## config.mk

```make
export PLATFORM = sky130hd
export DESIGN_NAME = spi_register_bridge
export DESIGN_NICKNAME = d
export VERILOG_FILES = /design/src/rtl/spi_register_bridge.sv
export SDC_FILE = /design/constraint.sdc
export NUM_CORES = 1
export LEC_CHECK = 0
export BUFFER_PORTS_ARGS = -buffer_cell sky130_fd_sc_hd__buf_2
export CAP_MARGIN = 0
export CELL_PAD_IN_SITES_DETAIL_PLACEMENT = 0
export CELL_PAD_IN_SITES_GLOBAL_PLACEMENT = 1
export CORE_ASPECT_RATIO = 0.9
export CORE_UTILIZATION = 41
export CTS_CLUSTER_DIAMETER = 30
export CTS_CLUSTER_SIZE = 16
export DETAILED_ROUTE_END_ITERATION = 8
export PLACE_DENSITY_LB_ADDON = 0.12
export SETUP_SLACK_MARGIN = 0.3
export SLEW_MARGIN = 25
export SYNTH_ARGS = -nofsm -noshare
export SYNTH_HDL_FRONTEND = slang
export SYNTH_SLANG_ARGS = --single-unit
```

## constraint.sdc

```tcl
create_clock -name system_clk -period 3.5 [get_ports system_clk]
set_clock_uncertainty 0.1 [all_clocks]
set_input_delay 0.525 -clock system_clk [delete_from_list [all_inputs] [get_ports system_clk]]
set_output_delay 0.525 -clock system_clk [all_outputs]
set_load 0.1 [all_outputs]
```

## src/rtl/spi_register_bridge.sv

```systemverilog
// ============================================================================
// Module   : spi_register_bridge
// Purpose  : Turns each completed SPI word into one register-bus read/write
//            with a strobe timeout, and captures the result as the next MISO word.
// Options  : SPI_REGISTER_BRIDGE_AUTOINC_EN - all-ones address selects an
//            auto-incrementing pointer.
// Revision : 1.0 - initial release
// ============================================================================
`default_nettype none

module spi_register_bridge #(
  parameter int ADDR_WIDTH = 4,
  parameter int DATA_WIDTH = 16,
  parameter int TIMEOUT    = 255,
  localparam int WIDTH     = 1 + ADDR_WIDTH + DATA_WIDTH
) (
  input  logic                  system_clk,
  input  logic                  reset,
  input  logic [WIDTH-1:0]      value_mosi,
  input  logic                  value_valid,
  input  logic                  cs_stop,
  output logic [WIDTH-1:0]      value_miso,
  output logic [ADDR_WIDTH-1:0] bus_addr,
  output logic [DATA_WIDTH-1:0] bus_wdata,
  output logic                  bus_we,
  output logic                  bus_re,
  input  logic [DATA_WIDTH-1:0] bus_rdata,
  input  logic                  bus_ack,
  output logic                  busy,
  output logic                  overrun,
  output logic                  frame_error
);

  localparam int CNT_W = $clog2(TIMEOUT + 1);
  localparam logic [CNT_W-1:0] C_CNT_LAST = CNT_W'(TIMEOUT - 1);

  typedef enum logic [1:0] {
    IDLE  = 2'd0,
    WRITE = 2'd1,
    READ  = 2'd2
  } state_t;

  state_t                  state_q, state_d;
  logic [CNT_W-1:0]        cnt_q, cnt_d;
  logic [ADDR_WIDTH-1:0]   addr_q, addr_d;
  logic [DATA_WIDTH-1:0]   wdata_q, wdata_d;
  logic [WIDTH-1:0]        miso_q, miso_d;
  logic                    overrun_q, overrun_d;
  logic                    frame_error_q, frame_error_d;
  logic [ADDR_WIDTH-1:0]   frame_addr;
  logic [ADDR_WIDTH-1:0]   eff_addr;
  logic                    done;

  assign frame_addr = value_mosi[WIDTH-2:DATA_WIDTH];

`ifdef SPI_REGISTER_BRIDGE_AUTOINC_EN
  logic [ADDR_WIDTH-1:0] ptr_q, ptr_d;

  assign eff_addr = (&frame_addr) ? ptr_q : frame_addr;

  // Pointer follows the address actually used, on success and timeout alike.
  always_comb begin
    ptr_d = ptr_q;
    if (done) ptr_d = addr_q + 1'b1;
  end

  always_ff @(posedge system_clk or posedge reset) begin
    if (reset) ptr_q <= '0;
    else       ptr_q <= ptr_d;
  end
`else
  assign eff_addr = frame_addr;
`endif

  always_comb begin
    state_d       = state_q;
    cnt_d         = cnt_q;
    addr_d        = addr_q;
    wdata_d       = wdata_q;
    miso_d        = miso_q;
    overrun_d     = 1'b0;
    frame_error_d = cs_stop & ~value_valid;
    done          = 1'b0;
    case (state_q)
      IDLE: begin
        if (value_valid) begin
          addr_d  = eff_addr;
          wdata_d = value_mosi[DATA_WIDTH-1:0];
          cnt_d   = '0;
          state_d = value_mosi[WIDTH-1] ? WRITE : READ;
        end
      end
      WRITE, READ: begin
        overrun_d = value_valid;
        // Ack is checked before the count so an ack in the last cycle succeeds.
        if (bus_ack) begin
          miso_d  = {1'b1, addr_q, (state_q == READ) ? bus_rdata : wdata_q};
          state_d = IDLE;
          done    = 1'b1;
        end else if (cnt_q == C_CNT_LAST) begin
          miso_d  = {1'b0, addr_q, {DATA_WIDTH{1'b0}}};
          state_d = IDLE;
          done    = 1'b1;
        end else begin
          cnt_d = cnt_q + 1'b1;
        end
      end
      default: state_d = IDLE;
    endcase
  end

  always_ff @(posedge system_clk or posedge reset) begin
    if (reset) begin
      state_q       <= IDLE;
      cnt_q         <= '0;
      addr_q        <= '0;
      wdata_q       <= '0;
      miso_q        <= '0;
      overrun_q     <= 1'b0;
      frame_error_q <= 1'b0;
    end else begin
      state_q       <= state_d;
      cnt_q         <= cnt_d;
      addr_q        <= addr_d;
      wdata_q       <= wdata_d;
      miso_q        <= miso_d;
      overrun_q     <= overrun_d;
      frame_error_q <= frame_error_d;
    end
  end

  assign value_miso  = miso_q;
  assign bus_addr    = addr_q;
  assign bus_wdata   = wdata_q;
  assign bus_we      = (state_q == WRITE);
  assign bus_re      = (state_q == READ);
  assign busy        = (state_q != IDLE);
  assign overrun     = overrun_q;
  assign frame_error = frame_error_q;

endmodule

`default_nettype wire

```

* Word level (Yosys, flattened, before mapping)
Cells that the tools add are included.
** Cells by class
- Add/subtract/negate cells :: 1
- Multipliers :: 0
- Div/mod/pow operators :: 0
- $lt $le $gt $ge :: 0
- Equal/unequal tests :: 7
- Shift-type cells :: 0
- Muxes and demuxes :: 13
- Bitwise gates (word level) :: 2
- Reduce and logical (&&, ||, !) cells :: 9
** Operators by type and width (number)
- 2-to-1 mux 21 bit :: 2
- 2-to-1 mux 8 bit :: 3
- 2-to-1 mux 16 bit :: 1
- case mux 8 bit (2 select lines) :: 1
- adder 8 x 1 -> 8 bit (second input constant) :: 1
- equality test 8 bit (second input constant) :: 1
- 2-to-1 mux 2 bit :: 4
- != test 2 bit (second input constant) :: 3
- AND reduction 2 bit :: 3
- nonzero test 2 bit :: 3
- case mux 2 bit (2 select lines) :: 1
- AND reduction 4 bit :: 1
- != test 3 bit (second input constant) :: 1
- equality test 2 x 1 -> 1 bit (second input constant) :: 1
- equality test 2 bit (second input constant) :: 1
- zero test 2 bit :: 1
- OR reduction 2 bit :: 1
- bitwise AND 1 bit :: 1
- 2-to-1 mux 1 bit :: 1
- NOT 1 bit :: 1
** Storage, ports and cells
- Flip-flop bits (word level) :: 53
- Latch bits :: 0
- Memory bits (writable) :: 0
- Memory bits (read-only) :: 0
- Input port bits :: 42
- Output and inout bits :: 46
- Word-level logic and storage cells :: 39
- Memories kept :: 0

* Depth between registers and ports, before layout
- Depth in word-level cells :: 4
- Mapped depth :: 8
- Gate-level depth less buffers :: 6

* Worst setup path after synthesis
OpenSTA, ideal clock, no wires.
- Kind :: register to register
- Start point :: register state_q[0]
- End point :: register miso_q[0], in the netlist value_miso[0]
- Setup time :: 0.130 ns
- Data arrival time :: 2.156 ns
- Required time :: 3.270 ns
- Slack :: 1.115 ns
- Stages on the path, launching flop included :: 7
- Path buffers :: 2
- Clock period less this slack :: 2.385 ns
- Cells stage by stage :: dfrtp_1 > inv_1 > ha_1 > buf_2 > buf_2 > mux2i_1 > o2bb2ai_1
** Between the ends
- Longest elaborated chain between the ends :: 3
- Elaborated cells on any way between the ends :: 6
- Classes of those cells :: eq/ne: 2; mux: 2; reduce/logical: 2
** RTL lines
- from (decl) :: RTL line 43 : state_t state_q, state_d;
- from (signal assigned) :: RTL line 122 : state_q <= state_d;
- equality test 2 bit (*)
- net bus_re :: RTL line 26 : output logic bus_re,
- 2-to-1 mux 16 bit / OR reduction 2 bit (equally long branches) :: RTL line 97, 84
- 2-to-1 mux 21 bit / AND reduction 2 bit (equally long branches)
- to (signal assigned) :: RTL line 126 : miso_q <= miso_d;
- to (decl) :: RTL line 47 : logic [WIDTH-1:0] miso_q, miso_d;
Mark *: on every way through the listed nets, which the timed path passes. The rest lies on a longest branch.
A chain may end at the register's enable or synchronous reset.

* Worst setup path after layout
- Start point :: register state_q[1]
- End point :: register cnt_q[7]
** Between the ends
- Longest elaborated chain between the ends :: 4
- Elaborated cells on any way between the ends :: 10
- Classes of those cells :: eq/ne: 5; mux: 1; reduce/logical: 4
** RTL lines
- equality test 2 x 1 -> 1 bit / equality test 2 bit (equally long branches) :: RTL line 84 : case (state_q)
- OR reduction 2 bit :: RTL line 84
- != test 2 bit (no line) / nonzero test 2 bit (equally long branches)
- AND reduction 4 bit (no line)
- to (signal assigned) :: RTL line 123 : cnt_q <= cnt_d;
- to (decl) :: RTL line 44 : logic [CNT_W-1:0] cnt_q, cnt_d;
Parallel ways exist; a longest one is shown, timed or not.

==> metrics.txt <==
status finished clean; min Tclk post-route 2.39 ns; Worst R2R Setup Slack 1.11 ns; TritonCTS clock tree done; Netlist cell types 33; initial core utilization 42.2%; Final Max Slew Viols 0; Setup crit end kind flop; die area 6140 um2; async set or reset register ratio after synthesis 100%; die width 82.5 um; number of synthesized flops with an enable pin 0; Total GRT Usage 17.1%; final setup violation count 0; DRT antenna net count 0; Fin. Hold Viols 0; Yosys top cell area share 55.5%; top-count cell post-synth dfrtp_1; final hold slack 0.213 ns; Clk Latency, worst-skew pair 0.29 ns; critical path's slowest cell a21oi_1; largest stage delay on the critical path 0.56 ns; crit share post-route 68.3%; Setup Buffers After CTS 0; Die Height 74.4 um; synthesized area 2390 um2; RSZ-0062 raised after global routing false; sequential area share after synthesis 55.5%; Antenna diodes 0; I/O pin total 88; startpoint types flop; Cells after Synth 183; Area contributors post-synth dfrtp_1 55%, mux2_2 9.9%, mux2i_1 7.1%; routed len/inst 14.6 um; setup TNS 0 ns; routed vias/inst 4.91; Avg Synthesized Cell Area 13.1 um2; clk buf depth 2; first-pass GRT wire length 7.77 mm; area delta synth->final 25.0%; Syn Nets 230; Root Driver clkbuf_8; GP Congestion 0.696; H-tree depth 2; fillcell total 520; CP required 3.54 ns; Clk pin slew, worst setup/hold paths 0.09 ns; num rows 26; setup ws final 1.11 ns; dominant cell type by area after synthesis dfrtp_1; WL final 5.00 mm; core area 5660 um2; total number of vias 1678; CP max FO 17; Post-synth top cells 53 x dfrtp_1, 21 x mux2_2, 17 x mux2i_1, 17 x o2bb2ai_1, 13 x inv_1; Rel. slew slack 36.5%; Post-CTS Resized 0; pre-CTS setup slack 1.07 ns; first-pass iteration count of the detailed router 4; layout cells sized above 1 47.1%; Worst EP arrival 2.43 ns; Peak Freq 0.418 GHz; max-cap viol count 0; synthesis-stage register bit count 53; # hold bufs at CTS 0; vias in the first global route 1608; final net count 318; DRC 0; CTS buffer count 5; total gr overflow 0; DP HPWL 3.66 mm; Post-synth top flop dfrtp_1; port buffer count 87; clk sink count 53; CP delay by family, top compound AO/OA/AOI/OAI gates; worst hold path class input pin to asynchronous set/reset pin; Ys Warns 0; antenna violations before repair 0; WS Path Type flop to flop; Initial DRC Count 30; largest net degree at the start of global routing 32; CP bufs+invs 1; crit-path cells inv_1 -> ha_1 -> nand2_2 -> o211ai_1 -> a21oi_1 -> o221ai_1; worst slew pin tran 0.951 ns
## metal layers
metal / up-vias / share of wire, % / GRT usage, %
li1: 835 / - / -
met1: 781 / 49 / 24.0
met2: 60 / 45 / 26.4
met3: 2 / 6.1 / 4.66
met4: 0 / 0.46 / 4.02
met5: - / 0 / 0
## registers in the layout (all words and copies together) (netlist names)
register	flops
bus_addr	4
bus_wdata	16
cnt_q	8
frame_error	1
overrun	1
state_q	2
value_miso	21
## cells by family after synthesis
logic type               synth area share, %
flip-flops                              55.5
multiplexers                            18.9
adder cells (fa/ha/maj)                 2.62
buffers and inverters                   4.76
AO/OA/AOI/OAI                           11.3
AND/OR/NAND/NOR                         7.01
## worst register-to-register path, stage by stage, from the launching register on
cell and delay [ns]:
dfrtp_1 0.39, inv_1 0.07, ha_1 0.38, nand2_2 0.33, o211ai_1 0.17, a21oi_1 0.56, o221ai_1 0.23
## through the flow
step	instance area, um2	utilization [%]	cells
floorplan	2390	-	183
global placement	2870	50.7	334
detailed placement	2870	50.7	334
CTS	2990	52.8	342
global route	2990	52.8	342
finish	2990	52.8	342
## final cells by class
class | instances | area (um2) | share of cell area [%]
Clock buffer | 7 | 86.3 | 2.89
Tap cell | 70 | 87.6 | 2.93
Clock inverter | 1 | 30.0 | 1.01
Inverter | 13 | 48.8 | 1.63
Timing Repair Buffer | 90 | 458 | 15.3
Multi-Input combinational cell | 108 | 951 | 31.8
Sequential cell | 53 | 1330 | 44.4
## final timing paths
check | end | cells past startpoint | from
max | cnt_q[7]$_DFFE_PP0P_ | 6 | state_q[1]$_DFFE_PP0P_
min | state_q[1]$_DFFE_PP0P_ | 2 | reset
max reg2reg | cnt_q[7]$_DFFE_PP0P_ | 6 | state_q[1]$_DFFE_PP0P_
min reg2reg | value_miso[2]$_DFFE_PP0P_ | 1 | value_miso[2]$_DFFE_PP0P_
max in group asynchronous | value_miso[1]$_DFFE_PP0P_ | 3 | reset
min in group system_clk | state_q[1]$_DFFE_PP0P_ | 2 | value_mosi[20]
## cells in the final DEF (no fill, tap or decap), drive strengths merged, types with 5 or more instances in the layout
cell type / synthesis / layout
clkbuf: 2 / 7
ha: 5 / 5
or3: 6 / 6
mux2: 24 / 24
o2bb2ai: 17 / 17
mux2i: 17 / 17
o221ai: 5 / 5
inv: 13 / 13
nand2: 11 / 11
buf: 7 / 90
dfrtp: 53 / 53
Power is not shown: default switching activity piles up to over one toggle a cycle in this logic, so the estimate is an artifact.
